[config.mk]
export PLATFORM = sky130hd
export DESIGN_NAME = memory_port_arbiter_flat
export DESIGN_NICKNAME = d
export VERILOG_FILES = /design/src/rtl/memory_port_arbiter_pkg.sv /design/src/rtl/memory_port_arbiter_if.sv /design/src/rtl/memory_port_arbiter_rr_arbiter2.sv /design/src/rtl/memory_port_arbiter.sv /design/src/flat_wrapper.sv
export SDC_FILE = /design/constraint.sdc
export NUM_CORES = 1
export LEC_CHECK = 0
export CAP_MARGIN = 10
export CORE_ASPECT_RATIO = 0.75
export CORE_UTILIZATION = 40
export CTS_CLUSTER_DIAMETER = 40
export DETAILED_ROUTE_END_ITERATION = 16
export PLACE_DENSITY_LB_ADDON = 0.2
export SYNTH_ARGS = -nofsm -noshare
export SYNTH_HDL_FRONTEND = slang
export SYNTH_SLANG_ARGS = --single-unit
export TNS_END_PERCENT = 5
[constraint.sdc]
create_clock -name clock -period 2.65 [get_ports clock]
set_input_delay 0.53 -clock clock [delete_from_list [all_inputs] [get_ports clock]]
set_output_delay 0.53 -clock clock [all_outputs]
set_load 0.005 [all_outputs]
[src/rtl/memory_port_arbiter_pkg.sv]
// Shared definitions for the fetch/data memory port arbiter.
// Holds the memory-type codes, the FSM state encoding, the port-index
// constants and the round-robin pick helper.
package memory_port_arbiter_pkg;

    localparam int unsigned MEM_TYPE_W = 2;
    localparam int unsigned NUM_PORTS  = 2;

    // Memory-type codes placed on mem_type.
    localparam logic [MEM_TYPE_W-1:0] MEM_RAM = 2'd0;
    localparam logic [MEM_TYPE_W-1:0] MEM_ROM = 2'd1;
    localparam logic [MEM_TYPE_W-1:0] MEM_IO  = 2'd2;
    localparam logic [MEM_TYPE_W-1:0] MEM_EXT = 2'd3;

    // Bit positions of each requester in the req/grant vectors.
    localparam bit PORT_IF = 1'b0;
    localparam bit PORT_D  = 1'b1;

    typedef enum logic [1:0] {
        ST_IDLE    = 2'd0,
        ST_ACCESS  = 2'd1,
        ST_CAPTURE = 2'd2,
        ST_RESP    = 2'd3
    } state_e;

    // Round-robin pick: on a tie the port not granted last wins, a sole
    // requester always wins, no request yields no grant.
    function automatic logic [NUM_PORTS-1:0] rr_pick(input logic [NUM_PORTS-1:0] req,
                                                     input logic                 last_was_d);
        logic [NUM_PORTS-1:0] g;
        g = req;
        if (&req) begin
            g = '0;
            if (last_was_d) g[PORT_IF] = 1'b1;
            else            g[PORT_D]  = 1'b1;
        end
        return g;
    endfunction

endpackage

[src/rtl/memory_port_arbiter_if.sv]
// Bundle of the fetch port, data port and memory-side signals.
// slave  : arbiter side (takes requests, drives acks/rdata and the memory bus)
// master : environment side (requesters plus memory model)
interface memory_port_arbiter_if #(
    parameter int unsigned ADDR_W = 32,
    parameter int unsigned DATA_W = 32,
    parameter int unsigned TYPE_W = 2
);
    // Fetch port
    logic              if_req;
    logic [ADDR_W-1:0] if_addr;
    logic              if_ack;
    logic [DATA_W-1:0] if_rdata;
    // Data port
    logic              d_req;
    logic              d_we;
    logic [ADDR_W-1:0] d_addr;
    logic [DATA_W-1:0] d_wdata;
    logic [TYPE_W-1:0] d_type;
    logic              d_ack;
    logic [DATA_W-1:0] d_rdata;
    // Memory side
    logic [ADDR_W-1:0] mem_address;
    logic [DATA_W-1:0] mem_input_data;
    logic              mem_read;
    logic              mem_write;
    logic [TYPE_W-1:0] mem_type;
    logic [DATA_W-1:0] mem_output_data;

    modport slave (
        input  if_req, if_addr, d_req, d_we, d_addr, d_wdata, d_type, mem_output_data,
        output if_ack, if_rdata, d_ack, d_rdata,
        output mem_address, mem_input_data, mem_read, mem_write, mem_type
    );

    modport master (
        output if_req, if_addr, d_req, d_we, d_addr, d_wdata, d_type, mem_output_data,
        input  if_ack, if_rdata, d_ack, d_rdata,
        input  mem_address, mem_input_data, mem_read, mem_write, mem_type
    );

endinterface

[src/rtl/memory_port_arbiter_rr_arbiter2.sv]
// Two-way round-robin arbiter.
// Ports: clk, rst_n (async active-low), req[1:0] (bit 0 fetch, bit 1 data),
//        grant_en (strobe: the grant is taken this cycle), grant[1:0]
//        (combinational one-hot grant, zero when nothing requests).
// The last-grant register resets to fetch so the first tie goes to data.
module rr_arbiter2
    import memory_port_arbiter_pkg::*;
(
    input  logic                 clk,
    input  logic                 rst_n,
    input  logic [NUM_PORTS-1:0] req,
    input  logic                 grant_en,
    output logic [NUM_PORTS-1:0] grant
);

    logic last_d_q;
    logic last_d_d;

    // Grant selection and last-grant update (only when a grant is taken).
    always_comb begin
        grant    = rr_pick(req, last_d_q);
        last_d_d = last_d_q;
        if (grant_en && (|req)) begin
            last_d_d = grant[PORT_D];
        end
    end

    always_ff @(posedge clk or negedge rst_n) begin
        if (!rst_n) last_d_q <= 1'b0;
        else        last_d_q <= last_d_d;
    end

endmodule

[src/rtl/memory_port_arbiter.sv]
// Arbitrates a fetch port and a data port onto one memory port.
// Ports: clock, reset_n (async active-low), bus (slave modport: fetch and
//        data request/ack/rdata plus the memory bus), busy (high outside IDLE).
// Sequence per access: IDLE (grant, operands latched) -> ACCESS for LATENCY
// cycles -> CAPTURE (read data registered) -> RESP (one-cycle ack) -> IDLE.
// LATENCY must be in 1..7 (3-bit access counter).
module memory_port_arbiter
    import memory_port_arbiter_pkg::*;
#(
    parameter int unsigned ADDR_W  = 32,
    parameter int unsigned DATA_W  = 32,
    parameter int unsigned LATENCY = 1,
    parameter int unsigned TYPE_W  = 2
) (
    input  logic                   clock,
    input  logic                   reset_n,
    memory_port_arbiter_if.slave   bus,
    output logic                   busy
);

    localparam logic [2:0] LAST_CNT = 3'(LATENCY - 1);

    state_e              state_q, state_d;
    logic [2:0]          cnt_q, cnt_d;
    logic                sel_d_q, sel_d_d;   // granted port is data
    logic                we_q, we_d;
    logic [ADDR_W-1:0]   mem_address_q, mem_address_d;
    logic [DATA_W-1:0]   mem_input_data_q, mem_input_data_d;
    logic [TYPE_W-1:0]   mem_type_q, mem_type_d;
    logic                mem_read_q, mem_read_d;
    logic                mem_write_q, mem_write_d;
    logic                if_ack_q, if_ack_d;
    logic                d_ack_q, d_ack_d;
    logic [DATA_W-1:0]   if_rdata_q, if_rdata_d;
    logic [DATA_W-1:0]   d_rdata_q, d_rdata_d;
    logic                busy_q, busy_d;

    logic [NUM_PORTS-1:0] req_c;
    logic [NUM_PORTS-1:0] grant_c;
    logic                 idle_c;

    // Request vector in port-index order.
    always_comb begin
        req_c          = '0;
        req_c[PORT_IF] = bus.if_req;
        req_c[PORT_D]  = bus.d_req;
    end

    assign idle_c = (state_q == ST_IDLE);

    rr_arbiter2 u_rr (
        .clk      (clock),
        .rst_n    (reset_n),
        .req      (req_c),
        .grant_en (idle_c),
        .grant    (grant_c)
    );

    // Next-state and registered-output logic.
    always_comb begin
        state_d          = state_q;
        cnt_d            = cnt_q;
        sel_d_d          = sel_d_q;
        we_d             = we_q;
        mem_address_d    = mem_address_q;
        mem_input_data_d = mem_input_data_q;
        mem_type_d       = mem_type_q;
        mem_read_d       = mem_read_q;
        mem_write_d      = 1'b0;             // write strobe lasts one cycle
        if_ack_d         = 1'b0;
        d_ack_d          = 1'b0;
        if_rdata_d       = if_rdata_q;
        d_rdata_d        = d_rdata_q;

        case (state_q)
            ST_IDLE: begin
                mem_read_d = 1'b0;
                cnt_d      = 3'd0;
                if (grant_c[PORT_D]) begin
                    sel_d_d          = 1'b1;
                    we_d             = bus.d_we;
                    mem_address_d    = bus.d_addr;
                    mem_input_data_d = bus.d_wdata;
                    mem_type_d       = bus.d_type;
                    mem_read_d       = ~bus.d_we;
                    mem_write_d      = bus.d_we;
                    state_d          = ST_ACCESS;
                end else if (grant_c[PORT_IF]) begin
                    sel_d_d       = 1'b0;
                    we_d          = 1'b0;
                    mem_address_d = bus.if_addr;
                    mem_type_d    = TYPE_W'(MEM_ROM);
                    mem_read_d    = 1'b1;
                    state_d       = ST_ACCESS;
                end
            end
            ST_ACCESS: begin
                if (cnt_q == LAST_CNT) begin
                    cnt_d      = 3'd0;
                    mem_read_d = 1'b0;
                    state_d    = ST_CAPTURE;
                end else begin
                    cnt_d = cnt_q + 3'd1;
                end
            end
            ST_CAPTURE: begin
                // Only the granted port's rdata moves, and only on a read.
                if (!we_q) begin
                    if (sel_d_q) d_rdata_d  = bus.mem_output_data;
                    else         if_rdata_d = bus.mem_output_data;
                end
                if_ack_d = ~sel_d_q;
                d_ack_d  = sel_d_q;
                state_d  = ST_RESP;
            end
            ST_RESP: begin
                state_d = ST_IDLE;
            end
            default: begin
                state_d = ST_IDLE;
            end
        endcase

        busy_d = (state_d != ST_IDLE);
    end

    always_ff @(posedge clock or negedge reset_n) begin
        if (!reset_n) begin
            state_q          <= ST_IDLE;
            cnt_q            <= 3'd0;
            sel_d_q          <= 1'b0;
            we_q             <= 1'b0;
            mem_address_q    <= '0;
            mem_input_data_q <= '0;
            mem_type_q       <= '0;
            mem_read_q       <= 1'b0;
            mem_write_q      <= 1'b0;
            if_ack_q         <= 1'b0;
            d_ack_q          <= 1'b0;
            if_rdata_q       <= '0;
            d_rdata_q        <= '0;
            busy_q           <= 1'b0;
        end else begin
            state_q          <= state_d;
            cnt_q            <= cnt_d;
            sel_d_q          <= sel_d_d;
            we_q             <= we_d;
            mem_address_q    <= mem_address_d;
            mem_input_data_q <= mem_input_data_d;
            mem_type_q       <= mem_type_d;
            mem_read_q       <= mem_read_d;
            mem_write_q      <= mem_write_d;
            if_ack_q         <= if_ack_d;
            d_ack_q          <= d_ack_d;
            if_rdata_q       <= if_rdata_d;
            d_rdata_q        <= d_rdata_d;
            busy_q           <= busy_d;
        end
    end

    assign bus.if_ack         = if_ack_q;
    assign bus.d_ack          = d_ack_q;
    assign bus.if_rdata       = if_rdata_q;
    assign bus.d_rdata        = d_rdata_q;
    assign bus.mem_address    = mem_address_q;
    assign bus.mem_input_data = mem_input_data_q;
    assign bus.mem_type       = mem_type_q;
    assign bus.mem_read       = mem_read_q;
    assign bus.mem_write      = mem_write_q;
    assign busy               = busy_q;

endmodule

[src/flat_wrapper.sv]
// flat-port wrapper written by rule: the top's interface ports become plain ports
module memory_port_arbiter_flat import memory_port_arbiter_pkg::*;
#(
    parameter int unsigned ADDR_W  = 32,
    parameter int unsigned DATA_W  = 32,
    parameter int unsigned LATENCY = 1,
    parameter int unsigned TYPE_W  = 2
)
  (clock, reset_n, busy, bus_if_req, bus_if_addr, bus_d_req, bus_d_we, bus_d_addr, bus_d_wdata, bus_d_type, bus_mem_output_data, bus_if_ack, bus_if_rdata, bus_d_ack, bus_d_rdata, bus_mem_address, bus_mem_input_data, bus_mem_read, bus_mem_write, bus_mem_type);
  memory_port_arbiter_if #(.ADDR_W(ADDR_W), .DATA_W(DATA_W), .TYPE_W(TYPE_W)) bus_i ();
  input  logic clock;
  input  logic reset_n;
  output logic busy;
  input wire logic [$bits(bus_i.if_req)-1:0] bus_if_req;
  input wire logic [$bits(bus_i.if_addr)-1:0] bus_if_addr;
  input wire logic [$bits(bus_i.d_req)-1:0] bus_d_req;
  input wire logic [$bits(bus_i.d_we)-1:0] bus_d_we;
  input wire logic [$bits(bus_i.d_addr)-1:0] bus_d_addr;
  input wire logic [$bits(bus_i.d_wdata)-1:0] bus_d_wdata;
  input wire logic [$bits(bus_i.d_type)-1:0] bus_d_type;
  input wire logic [$bits(bus_i.mem_output_data)-1:0] bus_mem_output_data;
  output wire logic [$bits(bus_i.if_ack)-1:0] bus_if_ack;
  output wire logic [$bits(bus_i.if_rdata)-1:0] bus_if_rdata;
  output wire logic [$bits(bus_i.d_ack)-1:0] bus_d_ack;
  output wire logic [$bits(bus_i.d_rdata)-1:0] bus_d_rdata;
  output wire logic [$bits(bus_i.mem_address)-1:0] bus_mem_address;
  output wire logic [$bits(bus_i.mem_input_data)-1:0] bus_mem_input_data;
  output wire logic [$bits(bus_i.mem_read)-1:0] bus_mem_read;
  output wire logic [$bits(bus_i.mem_write)-1:0] bus_mem_write;
  output wire logic [$bits(bus_i.mem_type)-1:0] bus_mem_type;
  assign bus_i.if_req = bus_if_req;
  assign bus_i.if_addr = bus_if_addr;
  assign bus_i.d_req = bus_d_req;
  assign bus_i.d_we = bus_d_we;
  assign bus_i.d_addr = bus_d_addr;
  assign bus_i.d_wdata = bus_d_wdata;
  assign bus_i.d_type = bus_d_type;
  assign bus_i.mem_output_data = bus_mem_output_data;
  assign bus_if_ack = bus_i.if_ack;
  assign bus_if_rdata = bus_i.if_rdata;
  assign bus_d_ack = bus_i.d_ack;
  assign bus_d_rdata = bus_i.d_rdata;
  assign bus_mem_address = bus_i.mem_address;
  assign bus_mem_input_data = bus_i.mem_input_data;
  assign bus_mem_read = bus_i.mem_read;
  assign bus_mem_write = bus_i.mem_write;
  assign bus_mem_type = bus_i.mem_type;
  memory_port_arbiter #(.ADDR_W(ADDR_W), .DATA_W(DATA_W), .LATENCY(LATENCY), .TYPE_W(TYPE_W)) u_core (.clock(clock), .reset_n(reset_n), .bus(bus_i), .busy(busy));
endmodule
==> flow_summary.toml, run 1 <==
[synth]
synth_seq_cells = 143
syn_inst = 363
synth.distinct_cells = 25
syn-num-nets = 500
syn_area_per_cell_sq_um = 16.1
synth_seq_area_share_pct = 61.4
syn_area_sq_mm = 0.00583
ys_warn_count = 0

[clock_network]
clk_latency_ns = 0.41
path_clk_slew_ns = 0.06
cts_buffers = 17
cts_num_sinks = 143
cts_root_buf = "clkbuf_16"
cts_tree = "done"
clockBufferDepth = 2
post_cts_buffers = 0
htree_levels = 4

[route]
drt-total-wl_microns = 14300
drt_iter0_markers = 82
drt-pass1-iter-count = 4
detail-route-antenna-nets = 0
via_per_inst = 4.69
num_vias = 3994
drc = 0
wl_per_cell_microns = 16.8

[critical_path]
r2r-start = "u_core.state_q[1]$_DFF_PN0_"
crit_path_top_delay_cell = "dfrtp_1"
cp_max_fo = 32
rrSetupSlack_ns = 0.64
cp_top_family = "flip-flops"
cp.buffers_inverters = 1
cpPeakStageDelay_ns = 0.58
start_kind = "flop"
worstRegToRegCells = 4
end_kind = "flop"
crit_required_ns = 2.94
critPathKind = "reg2reg"
worst_ep_arrival_time_ns = 2.29
path_cells = "nand2b_1 > nor3_4 > buf_4 > mux2_2"
r2r_end = "u_core.bus.d_rdata[13]$_DFFE_PN0P_"

[floorplanning]
die_h_microns = 107
placementRows = 37
ios = 270
dieArea_sq_mm = 0.0151
coreArea_sq_mm = 0.0140
fp.dieW_microns = 141
start_util_pct = 41.7

[placed_design]
dp.cells = 818
dp_hpwl_microns = 10500
place.gp.congestion = 0.754
io_buffers = 269

[status]
status = "completed"

[timing]
fin_crit_sh_pct = 75.7
fmax_mhz = 498
fin_tns_setup_ns = 0
rsz0062_at_grt = "no"
fin_crit_ns = 2.01
hold_ws_ns = 0.483
worst_slew_pin_slew_ns = 0.474
max_slew_margin_pct = 68.2
finalHoldViolations = 0
fin_skew_ns = 0.00638
finalSetupViolCount = 0
slew_violations = 0

[power]
ir_worst_vdd_uv = 616
finalPower_uw = 10700
p_leak_uw = 0.00384
power.density_mw_per_mm2 = 1160

[min_path]
hold_depth = 1
hold_path_class = "reg2reg"
worstHoldStart = "u_core.u_rr.last_d_q$_DFFE_PN0P_"
holdPathEnd = "u_core.u_rr.last_d_q$_DFFE_PN0P_"

[cells_and_area]
mostFrequentLayoutCells = "clkdlybuf4s50_1, mux2_2, dfrtp_1, clkbuf_16, mux2_1"
instances_no_fill = 851
fill_cells = 1035
final_common_cell = "clkdlybuf4s50_1"
syn_to_final_growth_pct = 59.6
drive_gt1_share_pct = 29.7
diodes = 0
nets = 780

[grt]
antenna_found_initial = 0
grt_pass1_vias = 4493
overflow = 0
track_usage_pct = 20.1
grt_pass1_wl_microns = 23100
grt_max_degree = 55

[job]
max_cap_viol_count = 0
[how the worst max path moves through the flow]
stage                           startpoint                                         to  slack [ns]  cells after the start
2_1_floorplan                    bus_d_req  u_core.bus.mem_input_data[10]$_DFFE_PN0P_        0.85                      5
3_3_place_gp                    bus_if_req     u_core.bus.mem_address[14]$_DFFE_PN0P_        0.43                      5
3_5_place_dp                     bus_d_req      u_core.bus.mem_address[1]$_DFFE_PN0P_        0.36                      5
4_1_cts        u_core.state_q[1]$_DFF_PN0_        u_core.bus.if_rdata[11]$_DFFE_PN0P_        0.63                      4
5_1_grt        u_core.state_q[1]$_DFF_PN0_         u_core.bus.d_rdata[12]$_DFFE_PN0P_        0.52                      4
6_report       u_core.state_q[1]$_DFF_PN0_         u_core.bus.d_rdata[13]$_DFFE_PN0P_        0.64                      4
[final cells by class]
cell class	instances	area (sq um)	area share, %
clock buffers	23	478	5.14
clock inverters	9	108	1.16
inverters	5	18.8	0.202
multi-input cells	197	2060	22.2
flip-flops and latches	143	3580	38.5
well taps	195	244	2.62
repair buffers	279	2810	30.2
[what timing repair did]
item                      in CTS  in global routing
hold buffers                   1                  0
hold endpoints to repair      28                  0
resized for setup              0                  0
[per-stage QoR]
step                cell area, sq um  utilization (%)  setup slack (ns)
CTS                             9300             66.5             0.635
global placement                8700             62.2             0.428
global route                    9300             66.5             0.519
detailed placement              8700             62.2             0.364
finish                          9300             66.5             0.643
floorplan                       5830                -             0.855
[report_power, final]
part	switching [uW]	total (uW)	internal, uW	leakage [uW]
Combinational	1410	4520	3110	0.00185
Sequential	598	3880	3280	0.00171
Clock	879	2340	1460	0.000284
[worst reg2reg max path, stage by stage (launching register included)]
cell	delay (ns)
dfrtp_1	0.58
nand2b_1	0.29
nor3_4	0.18
buf_4	0.43
mux2_2	0.41
[cells in the mapped netlist (all sizes together)]
| master | n | area share (%) |
|---|---|---|
| mux2 | 160 | 31 |
| dfrtp | 143 | 61 |
| buf | 18 | 2.9 |
| inv | 5 | 0.32 |
| nor2 | 5 | 0.32 |
| o21ai | 5 | 0.43 |
| nand2 | 4 | 0.26 |
| a22o | 3 | 0.45 |
| nand2b | 3 | 0.32 |
| nor3 | 3 | 0.84 |
| ha | 2 | 0.43 |
| nand3 | 2 | 0.17 |
| nor2b | 2 | 0.21 |
| a21bo | 1 | 0.17 |
| a21o | 1 | 0.13 |
| a21oi | 1 | 0.086 |
| nor4b | 1 | 0.15 |
| o21a | 1 | 0.13 |
| o22a | 1 | 0.15 |
| o22ai | 1 | 0.11 |
| or3 | 1 | 0.11 |
[logic make-up (layout without fill, tap and decap cells)]
logic type | count (synthesis) | count (layout) | synth area share [%]
AOI/OAI and AO/OA | 14 | 14 | 1.65
muxes | 160 | 160 | 30.9
and+or+nand+nor | 21 | 21 | 2.38
DFF | 143 | 143 | 61.4
buffers and inverters | 23 | 316 | 3.20
adders and majority gates | 2 | 2 | 0.429
[flip-flops by register name (all words and copies together) (netlist names)]
name	cells
u_core.u_rr.last_d_q	1
u_core.bus.if_ack	1
u_core.bus.mem_type	2
u_core.sel_d_q	1
u_core.bus.d_rdata	32
u_core.bus.d_ack	1
u_core.bus.mem_write	1
u_core.cnt_q	3
u_core.bus.mem_read	1
u_core.bus.mem_input_data	32
u_core.we_q	1
u_core.busy	1
u_core.bus.if_rdata	32
u_core.bus.mem_address	32
u_core.state_q	2
[routing by layer]
metal / track usage, % / up-vias / routed length, microns
met1: 22.4 / 1976 / 5610
met5: 0 / - / 0
li1: - / 1847 / -
met3: 8.83 / 12 / 1450
met4: 6.37 / 0 / 167
met2: 34.7 / 159 / 7070
Power figures use the tool's default switching activity.
==> run 2, diff against run 1 <==
clock period = 1.9 ns   (was 2.65 ns; I/O delays follow)
==> run 2 against run 1 <==
Net effect: clock skew shrank 0.00064 ns; clock power grew 33%; critical path depth shrank 3; sequential share of layout area shrank 0.32 points; final cell count grew 0.82%; sequential power grew 39%; critical path type is now reg2out.
==> flow_summary.toml, run 2 (synthesis results as in run 1) <==
[critical_path]
crit_path_top_delay_cell = "clkdlybuf4s50_1"
crit_start = "u_core.bus.mem_input_data[8]$_DFFE_PN0P_"
end_kind = "primary output"
cp.buffers_inverters = 1
cpPeakStageDelay_ns = 0.54
crit_required_ns = 1.52
path_cells = "clkdlybuf4s50_1"
critPathKind = "reg2out"
r2r-start = "u_core.state_q[0]$_DFF_PN0_"
worst_ep_arrival_time_ns = 1.33
cp_max_fo = 2
start_kind = "flop"
cp_top_family = "buffers and inverters"

[power]
finalPower_uw = 15000
ir_worst_vdd_uv = 835
internal_power_uw = 11000
clkPwrFrac_pct = 20.7
power_frac_comb_pct = 43.4
swShare_pct = 26.9
p_switching_uw = 4030
power.density_mw_per_mm2 = 1600
p_leak_uw = 0.00388
seqPwrFrac_pct = 35.9

[grt]
track_usage_pct = 20.5
grt_pass1_wl_microns = 23200
antenna_found_initial = 0
overflow = 0
grt_pass1_vias = 4505
grt_max_degree = 43

[placed_design]
place.gp.congestion = 0.773
io_buffers = 269
dp_hpwl_microns = 10700
post-place-ws_ns = -0.155

[timing]
finalHoldViolations = 0
hold_ws_ns = 0.420
fin_crit_sh_pct = 90.0
fmax_mhz = 585
finalSetupViolCount = 0
worst_slew_pin_slew_ns = 0.361
slew_violations = 0
max_slew_margin_pct = 76.0
worst_slack_ns = 0.191
fin_skew_ns = 0.00574
fin_crit_ns = 1.71
rsz0062_at_grt = "no"

[cells_and_area]
fill_cells = 999
seq_area_sq_mm = 0.00358
multiInputGateArea_sq_mm = 0.00206
syn_to_final_growth_pct = 60.9
final_common_cell = "clkdlybuf4s50_1"
mostFrequentLayoutCells = "clkdlybuf4s50_1, mux2_2, dfrtp_1, clkbuf_16, buf_4"
drive_gt1_share_pct = 30.3
nets = 788
diodes = 0

[min_path]
hold_path_class = "in2async"

[route]
num_vias = 4036
drt_iter0_markers = 150
detail-route-antenna-nets = 0
drt-pass1-iter-count = 4
wl_per_cell_microns = 16.9
drc = 0
drt-total-wl_microns = 14500
via_per_inst = 4.70

[floorplanning]
fp.dieW_microns = 141
coreArea_sq_mm = 0.0140
die_h_microns = 107
placementRows = 37
dieArea_sq_mm = 0.0151
ios = 270
start_util_pct = 41.7

[clock_network]
cts_hold_buf = 1
clk_latency_ns = 0.41
clockBufferDepth = 2
path_clk_slew_ns = 0.06
htree_levels = 4
cts.repair.resized = 0
cts_root_buf = "clkbuf_16"
cts_num_sinks = 143
cts_tree = "done"
cts_buffers = 17
post_cts_buffers = 0

[job]
max_cap_viol_count = 0

[status]
status = "completed"
-- run 2: cell type report --
cell class	instances	share of cell area (%)
Tap cell	195	2.60
Multi-Input combinational cell	197	22.0
Clock buffer	25	5.28
Clock inverter	6	0.614
Sequential cell	143	38.2
Timing Repair Buffer	287	31.1
Inverter	5	0.200
-- run 2: routing by layer --
layer	vias up	wire length [microns]	global-route usage [%]
li1	1862	-	-
met1	2001	5600	22.5
met2	159	7290	35.3
met3	14	1410	8.15
met4	0	185	8.54
met5	-	0	0
-- run 2: stage by stage --
step / setup TNS [ns] / instance area (sq um) / std cells / util, %
finish: 0 / 9380 / 858 / 67.1
global route: 0 / 9380 / 858 / 67.1
CTS: 0 / 9380 / 858 / 67.1
detailed placement: -8.34 / 8810 / 826 / 63.0
global placement: -7.80 / 8810 / 826 / 63.0
floorplan: 0 / 5830 / 363 / -
-- run 2: final timing paths --
check,end,slack (ns),cells past startpoint
min reg2reg,u_core.bus.mem_input_data[29]$_DFFE_PN0P_,0.48,1
min in group clock,u_core.bus.mem_input_data[29]$_DFFE_PN0P_,0.48,1
max reg2reg,u_core.bus.d_rdata[23]$_DFFE_PN0P_,0.28,4
max,bus_mem_input_data[8],0.19,1
min,u_core.bus.if_rdata[26]$_DFFE_PN0P_,0.42,2
max in group asynchronous,u_core.bus.if_rdata[9]$_DFFE_PN0P_,0.89,3
-- run 2: power groups by stage --
stage	clock (uW)	sequential, uW	combinational, uW
after CTS	3170	5400	6620
after floorplan	0	5470	2540
after global placement	0	5340	6460
after global routing	3320	5590	6950
final	3110	5380	6500
after detailed placement	0	5420	6590
